## config.mk

```make
export PLATFORM = sky130hd
export DESIGN_NAME = async_fifo_burst_writer
export DESIGN_NICKNAME = d
export VERILOG_FILES = /design/src/rtl/async_fifo_burst_writer.sv
export SDC_FILE = /design/constraint.sdc
export NUM_CORES = 1
export LEC_CHECK = 0
export ABC_AREA = 0
export ABC_CLOCK_PERIOD_IN_PS = 2500
export CORE_ASPECT_RATIO = 0.8
export CORE_MARGIN = 4
export CORE_UTILIZATION = 44
export DETAILED_ROUTE_END_ITERATION = 7
export DONT_BUFFER_PORTS = 1
export GPL_TIMING_DRIVEN = 1
export PLACE_DENSITY = 0.65
export SLEW_MARGIN = 20
export SYNTH_ARGS = -nofsm -noshare
export SYNTH_HDL_FRONTEND = slang
export SYNTH_SLANG_ARGS = --single-unit
```

## constraint.sdc

```tcl
create_clock -name writeClock -period 2.5 [get_ports writeClock]
set_input_delay 0.5 -clock writeClock [delete_from_list [all_inputs] [get_ports writeClock]]
set_output_delay 0.5 -clock writeClock [all_outputs]
set_load 0.01 [all_outputs]
```

## src/rtl/async_fifo_burst_writer.sv

```systemverilog
// Write-side burst producer for a 4-entry async FIFO: a 2-entry skid buffer feeds
// FIFO pushes in bursts that only start once the FIFO can take the whole burst.
module async_fifo_burst_writer #(
    parameter int unsigned FIFO_WIDTH = 32,
    parameter int unsigned BURST_LEN  = 2,
    parameter int unsigned CNT_WIDTH  = 16
) (
    input  logic                  writeClock,
    input  logic                  resetWriteS2,
    input  logic                  enable,
    input  logic                  inValid,
    output logic                  inReady,
    input  logic [FIFO_WIDTH-1:0] inData,
    input  logic                  inLast,
    output logic                  push,
    output logic [FIFO_WIDTH:0]   dataIn,
    input  logic                  fifoFull,
    output logic [2:0]            fullThreshold,
    output logic                  busy,
    output logic [CNT_WIDTH-1:0]  wordCount,
    output logic [CNT_WIDTH-1:0]  pktCount
);

    // fifoFull==0 then means depth <= fullThreshold, so BURST_LEN more words always fit.
    localparam logic [2:0] FullThresh = 3'(4 - BURST_LEN);
    localparam logic [2:0] BurstInit  = 3'(BURST_LEN - 1);
    localparam bit         SingleBeat = (BURST_LEN == 1);

    typedef enum logic [0:0] {StIdle, StBurst} stateT;

    stateT                 stateQ, stateD;
    logic [2:0]            beatsLeftQ, beatsLeftD;
    logic [FIFO_WIDTH:0]   skidMemQ [2];
    logic                  rdPtrQ, wrPtrQ;
    logic [1:0]            skidCntQ;
    logic [CNT_WIDTH-1:0]  wordCountQ, pktCountQ;

    logic                  accept;
    logic                  skidNotEmpty;
    logic [FIFO_WIDTH:0]   head;
    logic                  headLast;

    assign skidNotEmpty  = (skidCntQ != 2'd0);
    assign inReady       = (skidCntQ != 2'd2);
    assign accept        = inValid && inReady;
    assign head          = skidMemQ[rdPtrQ];
    assign headLast      = head[FIFO_WIDTH];
    assign dataIn        = head;
    assign fullThreshold = FullThresh;
    assign busy          = (stateQ == StBurst) || skidNotEmpty;
    assign wordCount     = wordCountQ;
    assign pktCount      = pktCountQ;

    always_comb begin
        stateD     = stateQ;
        beatsLeftD = beatsLeftQ;
        push       = 1'b0;
        unique case (stateQ)
            StIdle: begin
                push = enable && skidNotEmpty && !fifoFull;
                if (push && !headLast && !SingleBeat) begin
                    stateD     = StBurst;
                    beatsLeftD = BurstInit;
                end
            end
            StBurst: begin
                // Room was reserved when the burst started, so fifoFull is ignored here.
                push = skidNotEmpty;
                if (push) begin
                    beatsLeftD = beatsLeftQ - 3'd1;
                    if (headLast || (beatsLeftQ == 3'd1)) begin
                        stateD = StIdle;
                    end
                end
            end
            default: stateD = StIdle;
        endcase
    end

    always_ff @(posedge writeClock or negedge resetWriteS2) begin
        if (!resetWriteS2) begin
            stateQ     <= StIdle;
            beatsLeftQ <= 3'd0;
        end else begin
            stateQ     <= stateD;
            beatsLeftQ <= beatsLeftD;
        end
    end

    always_ff @(posedge writeClock or negedge resetWriteS2) begin
        if (!resetWriteS2) begin
            skidMemQ[0] <= '0;
            skidMemQ[1] <= '0;
            rdPtrQ      <= 1'b0;
            wrPtrQ      <= 1'b0;
            skidCntQ    <= 2'd0;
        end else begin
            if (accept) begin
                skidMemQ[wrPtrQ] <= {inLast, inData};
                wrPtrQ           <= ~wrPtrQ;
            end
            if (push) begin
                rdPtrQ <= ~rdPtrQ;
            end
            skidCntQ <= skidCntQ + {1'b0, accept} - {1'b0, push};
        end
    end

    always_ff @(posedge writeClock or negedge resetWriteS2) begin
        if (!resetWriteS2) begin
            wordCountQ <= '0;
            pktCountQ  <= '0;
        end else begin
            wordCountQ <= wordCountQ + {{(CNT_WIDTH-1){1'b0}}, push};
            pktCountQ  <= pktCountQ + {{(CNT_WIDTH-1){1'b0}}, push && headLast};
        end
    end

endmodule
```

# Word-level counts from Yosys, hierarchy flattened
# Cells that the tools add are included.
[word_totals] word_cells=52 latchBits=0 mem_bits_ro=0 ff_bits=106 in_bits=38 out_inout_bits=71 ramBits=0 n_memories=0
[classes] muxes=14 eq_ne=4 shifts=0 bitwise=5 div=0 n_mul=0 add_sub_neg=5 n_reduce_logical=12 n_lt_le_gt_ge=3
[ops] cell="$mux W33" n=4
[ops] cell="$bwmux W66" n=1
[ops] cell="$demux W33 S1" n=1
[ops] cell="$add A16 B1 Y16" n=2
[ops] cell="$logic_and A1 B1 Y1" n=6
[ops] cell="$mux W3" n=2
[ops] cell="$pmux W3 S2" n=1
[ops] cell="$ge A2 B2 Y1 const B" n=2
[ops] cell="$ne A2 B2 Y1 const B" n=2
[ops] cell="$not A1 Y2" n=2
[ops] cell="$pmux W1 S2" n=2
[ops] cell="$eq A3 B1 Y1 const B" n=1
[ops] cell="$mux W1" n=3
[ops] cell="$not A1 Y1" n=3
[ops] cell="$sub A3 B1 Y3 const B" n=1
[ops] cell="$add A2 B1 Y2" n=1
[ops] cell="$logic_not A1 Y1" n=2
[ops] cell="$logic_or A1 B1 Y1" n=2
[ops] cell="$lt A2 B1 Y1 const B" n=1
[ops] cell="$ne A2 B1 Y1 const B" n=1
[ops] cell="$reduce_and A2 Y1" n=1
[ops] cell="$reduce_bool A2 Y1" n=1
[ops] cell="$sub A2 B1 Y2" n=1

# Longest topological paths before layout
# Gate-level depths: netlist of the first run.
[depth] ltp_word=8 mapped_depth=10 ltp_nobuf=9

# Worst setup path before layout of the first run
# OpenSTA, ideal clock, no wires.
[synth_path] path_type="input -> register" startpoint="input port fifoFull" endpoint="register pktCountQ[10], in the netlist pktCount[10]" path_buffers=1 setup_time_ps=125 required_ps=2375 cell_stages=10 t_arrival_ps=2130 slack_ps=245 cell_sequence="and2b_1 -> o21a_1 -> buf_2 -> and2_1 -> ha_1 -> ha_1 -> nand3_1 -> nor2_1 -> nand4_1 -> xnor2_1"
[synth_between] elab_chain_len=5
[synth_lines] item="from (decl)" line="17" source="input logic fifoFull,"
[synth_lines] item="$logic_not A1 Y1" line="60" source="push = enable && skidNotEmpty && !fifoFull;"
[synth_lines] item="$logic_and A1 B1 Y1" line="60"
[synth_lines] item="$pmux W1 S2" line="58" source="unique case (stateQ)"
[synth_lines] item="named net push" line="15" source="output logic push,"
[synth_lines] item="$logic_and A1 B1 Y1" line="115" source="pktCountQ <= pktCountQ + {{(CNT_WIDTH-1){1'b0}}, push && headLast};"
[synth_lines] item="$add A16 B1 Y16" line="115"
[synth_lines] item="to (signal assigned)" line="115"
[synth_lines] item="to (decl)" line="36" source="logic [CNT_WIDTH-1:0] wordCountQ, pktCountQ;"
# The timed path passes the listed nets, and every way through them passes these cells.
# A chain may end at the register's enable or synchronous reset.

# Worst setup path in the final report of the first run
[layout_path] startpoint="register skidCntQ[0]" endpoint="register pktCountQ[14], in the netlist pktCount[14]"
[layout_between] elab_chain_len=6
[layout_lines] item="from (decl)" line="35" source="logic [1:0] skidCntQ;"
[layout_lines] item="from (signal assigned)" line="105" source="skidCntQ <= skidCntQ + {1'b0, accept} - {1'b0, push};"
[layout_lines] item="$reduce_bool A2 Y1 (*)" line="43" source="assign skidNotEmpty = (skidCntQ != 2'd0);"
[layout_lines] item="$logic_and A1 B1 Y1 (2 in series)" line="60"
[layout_lines] item="$pmux W1 S2 (*)" line="58"
[layout_lines] item="$logic_and A1 B1 Y1 (*)" line="115"
[layout_lines] item="$add A16 B1 Y16 (*)" line="115"
# Mark *: on every way between the ends. The rest lies on a longest branch, timed or not.

==> impl_metrics.json, run 1 <==
{
  "cts_buffers": 9,
  "cts-root-buf": "clkbuf_16",
  "place_area_um2": 4885,
  "top_level_ports": 109,
  "dpl.hpwl_um": 5957,
  "clkTransAtPathRegs_ns": 0.07,
  "synthArstFlopShare": 1.000,
  "ys_seq_elements": 106,
  "maxCapViolations": 0,
  "crit_path_end_kind": "flop",
  "final_cells": 483,
  "chipWidth_um": 124.4,
  "cts_setup_buffers": 0,
  "fin_crit_ns": 2.113,
  "total_power_mw": 6.595,
  "cts_buffer_depth": 2,
  "cpMaxStageDelayCell": "dfrtp_1",
  "worstHoldPathType": "input port to async pin",
  "grt_pass1_vias": 2825,
  "hold_violations": 106,
  "cts.sink_count": 106,
  "required_ns": 2.72,
  "cts_resized": 0,
  "crit_chain": "or2_4, o21a_1, and2_1, ha_1, ha_1, nand3_1, nor2_1, nand3_1, xnor2_1",
  "drt-total-wl_um": 8690,
  "dieArea_um2": 12570,
  "track_usage": 0.1467,
  "synth_ff_type": "dfrtp_1",
  "antenna_found_initial": 0,
  "yosysUniqueCellTypes": 40,
  "critPathKind": "flop to flop",
  "layout-drive-gt1-share": 0.3732,
  "max_freq_mhz": 473.3,
  "dp.cells": 467,
  "pre_cts_slack_ns": 0.1981,
  "clock-skew-final_ns": 0.009901,
  "ant_nets": 0,
  "total_leakage_power_nw": 2.288,
  "synth_warnings": 0,
  "synth_edf_count": 0,
  "synth-seq-area-share": 0.5566,
  "drc": 0,
  "diodes": 0,
  "netlist_area_um2": 4766,
  "die_h_um": 101.1,
  "fin_setup_tns_ns": 0,
  "place_congestion": 0.7497,
  "num_vias": 2549,
  "p_per_area_nw_per_um2": 1271,
  "slew_viol_final": 0,
  "final.period_utilization": 0.8452,
  "max_slew_margin": 0.6322,
  "design_area_um2": 5187,
  "cts_max_level": 3,
  "ir_drop_uv": 475.1,
  "first_pass_iters": 4,
  "wire_per_inst_um": 17.99,
  "numPortBuffers": 0,
  "synthCells": 336,
  "fin_ws_ns": 0.3871,
  "outcome": "finished, violations left",
  "grt_overflow": 0,
  "holdWs_ns": -0.1542,
  "setup_viol": 0,
  "slowest_delay_ns": 0.45,
  "synthToLayoutAreaGrowth_pct": 8.848,
  "fp-row-count": 33,
  "worst_setup_path_start_kind": "flop",
  "dr.first_iter.drc_count": 71,
  "viasPerCell": 5.277,
  "final_nets": 382,
  "core_area_um2": 10410,
  "failed_checks": "hold timing",
  "start_util": 0.4580,
  "cp_data_arrival_time_ns": 2.34,
  "worstMarginPinSlew_ns": 0.5511,
  "finish.utilization": 0.4986,
  "cts_tree": "yes",
  "synth_area_per_cell_um2": 14.18,
  "rsz0062_at_grt": "false",
  "grt_pass1_wl_um": 14770,
  "regArea_um2": 2653,
  "clk_latency_ns": 0.34,
  "multi_input_area_um2": 1983,
  "fillers": 937,
  "cp_top_family": "simple AND/OR/NAND/NOR gates",
  "worstPathMaxFanout": 7,
  "grt_start_max_net_pins": 107,
  "cp_num_buf_inv": 0
}
worst register-to-register path: stages, from the launching register on:
cell	delay [ns]
dfrtp_1	0.45
or2_4	0.19
o21a_1	0.13
and2_1	0.12
ha_1	0.19
ha_1	0.19
nand3_1	0.14
nor2_1	0.29
nand3_1	0.16
xnor2_1	0.15
logic make-up (layout without fill, tap and decap cells):
family | after synthesis | count (layout) | share of synthesized area
flip-flops | 106 | 106 | 0.5566
multiplexers | 99 | 99 | 0.2347
AND/OR/NAND/NOR | 60 | 60 | 0.08270
XOR/XNOR | 34 | 34 | 0.06248
buffers and inverters | 19 | 25 | 0.02809
AO/OA/AOI/OAI | 10 | 10 | 0.01812
adder cells (fa/ha/maj) | 6 | 6 | 0.01575
other | 2 | 3 | 0.001576
path summary, 6_finish.rpt:
kind,startpoint,end,slack [ns],cells after the start
hold reg to reg,skidMemQ[55]$_DFFE_PN0P_,skidMemQ[55]$_DFFE_PN0P_,0.49,1
hold / removal,resetWriteS2,pktCount[10]$_DFF_PN0_,-0.15,0
min in group writeClock,inData[22],skidMemQ[55]$_DFFE_PN0P_,0.30,1
max in group asynchronous,resetWriteS2,skidMemQ[40]$_DFFE_PN0P_,2.48,0
setup reg to reg,skidCntQ[0]$_DFF_PN0_,pktCount[14]$_DFF_PN0_,0.39,9
setup / recovery,skidCntQ[0]$_DFF_PN0_,pktCount[14]$_DFF_PN0_,0.39,9
synthesized netlist by cell type, drive strengths merged, types with 3 or more instances:
master,count,share of area
dfrtp,106,0.56
mux2,99,0.23
xnor2,18,0.033
xor2,16,0.029
buf,14,0.024
nand2,11,0.0092
nand3,11,0.013
nor2,10,0.0095
ha,6,0.016
inv,5,0.0039
nand4,5,0.0097
nor3,4,0.0042
and4,3,0.0055
nand2b,3,0.0045
nor4,3,0.0097
flip-flops by register name, indices dropped and copies added (netlist names):
name        cells
skidCntQ        2
wrPtrQ          1
pktCount       16
stateQ          1
wordCount      16
rdPtrQ          1
beatsLeftQ      3
skidMemQ       66
final cells by class:
type,count,area share
Clock inverter,5,0.01158
Timing Repair Buffer,4,0.01061
Tap cell,140,0.03377
Inverter,5,0.003618
Clock buffer,11,0.04679
Sequential cell,106,0.5113
Multi-Input combinational cell,212,0.3823
power breakdown:
part / internal (mW) / switching (mW)
clock: 0.810 / 0.612
sequential: 2.42 / 0.502
combinational: 1.21 / 1.04
total: 4.44 / 2.15
layer usage:
metal / up-vias / part of all wire / global-route usage / wire, um
li1: 1173 / - / - / -
met1: 1287 / 0.42 / 0.1741 / 3610
met2: 77 / 0.47 / 0.2346 / 4125
met3: 12 / 0.094 / 0.07468 / 819
met4: 0 / 0.015 / 0.04634 / 134
met5: - / 0 / 0 / 0
placed cells by master (no fill, tap or decap), drive strengths merged, types with 4 or more instances in the layout:
master / netlist / routed
mux2: 99 / 99
clkbuf: 0 / 11
buf: 14 / 4
nor2: 10 / 10
nand2: 11 / 11
ha: 6 / 6
xnor2: 18 / 18
inv: 5 / 7
xor2: 16 / 16
dfrtp: 106 / 106
nand4: 5 / 5
nor3: 4 / 4
nand3: 11 / 11
(Power assumes the default switching activity.)
==> run 2: changes to the inputs <==
--- a/config.mk
+++ b/config.mk
@@ -6,14 +6,14 @@
 export NUM_CORES = 1
 export LEC_CHECK = 0
 export ABC_AREA = 0
-export ABC_CLOCK_PERIOD_IN_PS = 2500
+export ABC_CLOCK_PERIOD_IN_PS = 1730
 export CORE_ASPECT_RATIO = 0.8
 export CORE_MARGIN = 4
 export CORE_UTILIZATION = 44
 export DETAILED_ROUTE_END_ITERATION = 7
 export DONT_BUFFER_PORTS = 1
 export GPL_TIMING_DRIVEN = 1
-export PLACE_DENSITY = 0.65
+export PLACE_DENSITY = 0.67
 export SLEW_MARGIN = 20
 export SYNTH_ARGS = -nofsm -noshare
 export SYNTH_HDL_FRONTEND = slang
==> constraint.sdc (replaced) <==
create_clock -name writeClock -period 1.73 [get_ports writeClock]
set_input_delay 0.346 -clock writeClock [delete_from_list [all_inputs] [get_ports writeClock]]
set_output_delay 0.346 -clock writeClock [all_outputs]
set_load 0.01 [all_outputs]
==> run 2 against run 1 <==
The run ends with hold timing, setup timing left. Sequential share of layout area decreased by 4.9 points. Non-clock buffer count rose by 25. Hold slack lost 0.15 ns. Combinational power grew 94%. Global-route usage grew 0.52 points. Sequential power is 44% higher. Via count is 4.2% higher. Register-to-register slack got worse by 0.53 ns. Core utilization increased by 5.4 points. Critical path depth fell by 2. Critical endpoint is now pktCount[9]$_DFF_PN0_. Highest routed layer unchanged.
==> impl_metrics.json, run 2 (synthesized netlist as in run 1, its figures left out) <==
{
  "clkTransAtPathRegs_ns": 0.07,
  "final.period_utilization": 1.084,
  "drc": 0,
  "cts_tree": "yes",
  "cts_buffers": 9,
  "fp-row-count": 33,
  "cp_data_arrival_time_ns": 2.09,
  "crit_path_end_kind": "flop",
  "cts_buffer_depth": 2,
  "clk_latency_ns": 0.34,
  "synthToLayoutAreaGrowth_pct": 20.53,
  "regMostFlops": "skidMemQ",
  "drt-total-wl_um": 9549,
  "total_leakage_power_nw": 2.621,
  "failed_checks": "hold timing, setup timing",
  "start_util": 0.4580,
  "final_common_cell": "dfrtp_1",
  "holdWs_ns": -0.3041,
  "fin_crit_ns": 1.876,
  "slew_viol_final": 0,
  "antenna_found_initial": 0,
  "top_level_ports": 109,
  "dieArea_um2": 12570,
  "worstHoldPathType": "input port to async pin",
  "critPathKind": "flop to flop",
  "diodes": 0,
  "maxCapViolations": 0,
  "die_h_um": 101.1,
  "p_per_area_nw_per_um2": 1904,
  "ir_drop_uv": 975.8,
  "first_pass_iters": 3,
  "cts_max_level": 3,
  "final_nets": 407,
  "cts-root-buf": "clkbuf_16",
  "grt_pass1_vias": 2949,
  "fin_ws_ns": -0.1457,
  "num_vias": 2656,
  "required_ns": 1.95,
  "final_cell_mix": "dfrtp_1, mux2_2, mux2_4",
  "numPortBuffers": 0,
  "clock-skew-final_ns": 0.005906,
  "fin_setup_tns_ns": -1.465,
  "max_freq_mhz": 533.1,
  "hold_violations": 106,
  "cts.sink_count": 106,
  "chipWidth_um": 124.4,
  "viasPerCell": 5.228,
  "place_congestion": 0.7463,
  "largest_reg_flops": 66,
  "dr.first_iter.drc_count": 131,
  "worst_setup_path_start_kind": "flop",
  "wire_per_inst_um": 18.80,
  "core_area_um2": 10410,
  "rsz0062_at_grt": "true",
  "layout-drive-gt1-share": 0.4701,
  "track_usage": 0.1519,
  "grt_overflow": 0,
  "setup_viol": 38,
  "dpl.hpwl_um": 6115,
  "grt_pass1_wl_um": 15160,
  "ant_nets": 0,
  "outcome": "finished, violations left",
  "worstPathMaxFanout": 3,
  "grt_start_max_net_pins": 107
}
==> run 2: timing repair <==
action,CTS,global route
setup buffers,3,3
gates resized for setup,19,31
setup endpoints to repair,45,52
gates cloned,0,4
pin swaps,5,4
endpoints found under the hold margin,106,106
==> run 2: power breakdown <==
part / internal, mW / total [mW] / leakage (nW) / switching [mW]
logic: 2.54 / 4.38 / 1.16 / 1.84
registers: 3.50 / 4.21 / 1.29 / 0.709
clock network: 1.49 / 2.35 / 0.169 / 0.861
total: 7.53 / 10.9 / 2.62 / 3.41
==> run 2: worst paths after layout <==
path,start,end,slack (ns),cells past startpoint
worst max-delay path,rdPtrQ$_DFFE_PN0P_,pktCount[9]$_DFF_PN0_,-0.15,7
worst min-delay path,resetWriteS2,pktCount[7]$_DFF_PN0_,-0.30,0
worst max register to register,rdPtrQ$_DFFE_PN0P_,pktCount[9]$_DFF_PN0_,-0.15,7
worst min register to register,skidMemQ[55]$_DFFE_PN0P_,skidMemQ[55]$_DFFE_PN0P_,0.50,1
max in group asynchronous,resetWriteS2,skidMemQ[42]$_DFFE_PN0P_,1.87,0
min in group writeClock,inData[10],skidMemQ[10]$_DFFE_PN0P_,0.15,1
==> run 2: critical path, cell delays in order, from the launching register on <==
cell     delay [ns]
dfrtp_2        0.43
mux2_4         0.31
and2_4         0.16
ha_4           0.15
and4_4         0.19
and2b_2        0.21
and3_4         0.18
xor2_1         0.14
==> run 2: per-stage QoR <==
| step | area (um^2) | total power [mW] | worst slack (ns) | utilization | instances |
|---|---|---|---|---|---|
| 2_1_floorplan | 4812 | 6.984 | -0.3279 | - | 337 |
| 3_5_place_dp | 5054 | 7.861 | -0.1844 | 0.4857 | 483 |
| 5_1_grt | 5744 | 11.66 | -0.1973 | 0.5521 | 508 |
| 3_3_place_gp | 5054 | 7.688 | -0.1283 | 0.4857 | 483 |
| 4_1_cts | 5515 | 10.41 | -0.1918 | 0.5301 | 501 |
| 6_report | 5744 | 10.94 | -0.1457 | 0.5521 | 508 |
==> run 2: final cells by class <==
| class | count | area (um^2) |
|---|---|---|
| Clock buffer | 12 | 256.5 |
| Clock inverter | 4 | 97.59 |
| Fill cell | 900 | 4661 |
| Inverter | 5 | 18.77 |
| Multi-Input combinational cell | 212 | 2198 |
| Sequential cell | 106 | 2654 |
| Tap cell | 140 | 175.2 |
| Timing Repair Buffer | 29 | 344.1 |
==> run 2: metal layers <==
layer  vias to the layer above  part of all wire  global-route usage
li1                       1217                 -                   -
met1                      1356              0.41              0.1752
met2                        73              0.48              0.2463
met3                        10             0.098             0.08104
met4                         0             0.012             0.04802
met5                         -                 0                   0
==> run 3: changes to the inputs <==
--- a/config.mk
+++ b/config.mk
@@ -8,7 +8,6 @@
 export ABC_AREA = 0
 export ABC_CLOCK_PERIOD_IN_PS = 1730
 export CORE_ASPECT_RATIO = 0.8
-export CORE_MARGIN = 4
 export CORE_UTILIZATION = 44
 export DETAILED_ROUTE_END_ITERATION = 7
 export DONT_BUFFER_PORTS = 1
==> constraint.sdc (replaced) <==
create_clock -name writeClock -period 1.73 [get_ports writeClock]
set_input_delay 0.346 -clock writeClock [delete_from_list [all_inputs] [get_ports writeClock]]
set_output_delay 0.346 -clock writeClock [all_outputs]
set_load 0.005 [all_outputs]
==> run 3 against run 2 <==
The flow still finishes with violations (hold timing, setup timing). Flip-flop and latch count unchanged. Sequential share of layout area down 0.080 points. Routed wire length is 7.2% higher. Power down 4.3%. Clock skew increased by 0.0018 ns. Worst setup slack got worse by 0.052 ns. Global-route usage increased by 3.2 points. First-iteration DRC count decreased by 44%. Core utilization grew 0.096 points. Clock power decreased by 19%. Fmax fell by 2.7%. Critical path type unchanged. Critical endpoint unchanged. Highest routed layer unchanged.
==> impl_metrics.json, run 3 (synthesized netlist as in run 1, its figures left out) <==
{
  "cts_max_level": 3,
  "fin_crit_ns": 1.928,
  "max_freq_mhz": 518.7,
  "layout-drive-gt1-share": 0.4728,
  "use_met3": 0.07356,
  "failed_checks": "hold timing, setup timing",
  "num_vias": 2757,
  "crit_path_end_kind": "flop",
  "fp-row-count": 33,
  "cts_tree": "yes",
  "holdWs_ns": -0.3094,
  "wire_per_inst_um": 20.15,
  "fillers": 880,
  "p_per_area_nw_per_um2": 1819,
  "worst_setup_path_start_kind": "flop",
  "final_common_cell": "dfrtp_1",
  "top_level_ports": 109,
  "finish.utilization": 0.5530,
  "final_nets": 407,
  "core_area_um2": 10410,
  "final_cell_mix": "dfrtp_1, mux2_2, mux2_4",
  "grt_util_met2": 0.2975,
  "start_util": 0.4580,
  "maxCapViolations": 0,
  "slew_viol_final": 0,
  "synthToLayoutAreaGrowth_pct": 20.74,
  "regMostFlops": "skidMemQ",
  "grt_overflow": 0,
  "ir_drop_uv": 950.3,
  "first_pass_iters": 4,
  "pre_cts_slack_ns": -0.1853,
  "dieArea_um2": 11250,
  "drt-total-wl_um": 10240,
  "total_leakage_power_nw": 2.634,
  "viasPerCell": 5.427,
  "clkTransAtPathRegs_ns": 0.07,
  "fin_setup_tns_ns": -2.483,
  "top_usage_layer": "met2",
  "drc": 0,
  "outcome": "finished, violations left",
  "worstPathMaxFanout": 4,
  "total_power_mw": 10.47,
  "cp_data_arrival_time_ns": 2.15,
  "dr.first_iter.drc_count": 73,
  "rsz0062_at_grt": "true",
  "antenna_found_initial": 0,
  "required_ns": 1.96,
  "grt_pass1_vias": 2902,
  "grt_pass1_wl_um": 15580,
  "cts.sink_count": 106,
  "final.period_utilization": 1.114,
  "ant_nets": 0,
  "cts_buffer_depth": 2,
  "place_congestion": 0.7190,
  "setup_viol": 46,
  "grt_start_max_net_pins": 107,
  "numPortBuffers": 0,
  "final_cells": 508,
  "cts-root-buf": "clkbuf_16",
  "critPathKind": "flop to flop",
  "track_usage": 0.1843,
  "clk_latency_ns": 0.34,
  "clock-skew-final_ns": 0.007673,
  "chipWidth_um": 118.4,
  "die_h_um": 95.09,
  "grtUsageMet1": 0.2269,
  "hold_violations": 106,
  "diodes": 0,
  "dpl.hpwl_um": 5949,
  "worstHoldPathType": "input port to async pin",
  "largest_reg_flops": 66,
  "cts_buffers": 9,
  "dp.cells": 480,
  "fin_ws_ns": -0.1979
}
==> run 3: path summary, 6_finish.rpt <==
path / from / endpoint / slack [ns] / depth (start not counted)
max: skidCntQ[0]$_DFF_PN0_ / pktCount[9]$_DFF_PN0_ / -0.20 / 8
min: resetWriteS2 / pktCount[13]$_DFF_PN0_ / -0.31 / 0
max reg2reg: skidCntQ[0]$_DFF_PN0_ / pktCount[9]$_DFF_PN0_ / -0.20 / 8
min reg2reg: skidMemQ[55]$_DFFE_PN0P_ / skidMemQ[55]$_DFFE_PN0P_ / 0.50 / 1
max in group asynchronous: resetWriteS2 / rdPtrQ$_DFFE_PN0P_ / 1.87 / 0
min in group writeClock: inData[22] / skidMemQ[55]$_DFFE_PN0P_ / 0.15 / 1
==> run 3: through the flow <==
stage | hold slack, ns | area, um^2
2_1_floorplan | 0.05041 | 4812
3_3_place_gp | 0.05281 | 5019
3_5_place_dp | 0.05246 | 5019
4_1_cts | -0.3232 | 5527
5_1_grt | -0.3380 | 5754
6_report | -0.3094 | 5754
==> run 3: metal layers <==
layer / up-vias / part of all wire
met1: 1434 / 0.44
met2: 84 / 0.48
met5: - / 0
met3: 10 / 0.074
li1: 1229 / -
met4: 0 / 0.011
==> run 3: final cells by class <==
cell class | count | area [um^2] | area share
repair buffers | 29 | 396.6 | 0.06893
inverters | 5 | 18.77 | 0.003262
clock inverters | 7 | 51.30 | 0.008915
flip-flops and latches | 106 | 2654 | 0.4612
well taps | 140 | 175.2 | 0.03044
clock buffers | 9 | 225.2 | 0.03914
multi-input cells | 212 | 2233 | 0.3881
==> run 3: critical path: stages, from the launching register on <==
cell and delay, ns:
dfrtp_1 0.38, or2_4 0.25, o21a_1 0.13, and2_4 0.15, ha_4 0.15, and4_1 0.19, and2b_2 0.23, and3_4 0.18
xor2_1 0.14
==> run 3: repair_timing <==
item                       in CTS  in global routing
cloned                          2                  5
pin swaps                       4                  4
hold endpoints to repair      106                106
buffers inserted                5                  2
setup endpoints to repair      47                 94
gates resized for setup        35                 28
==> run 3: power breakdown <==
part | internal (mW) | leakage (nW) | total (mW) | switching, mW
sequential | 3.50 | 1.29 | 4.20 | 0.708
clock | 0.986 | 0.137 | 1.90 | 0.912
combinational | 2.70 | 1.21 | 4.37 | 1.67
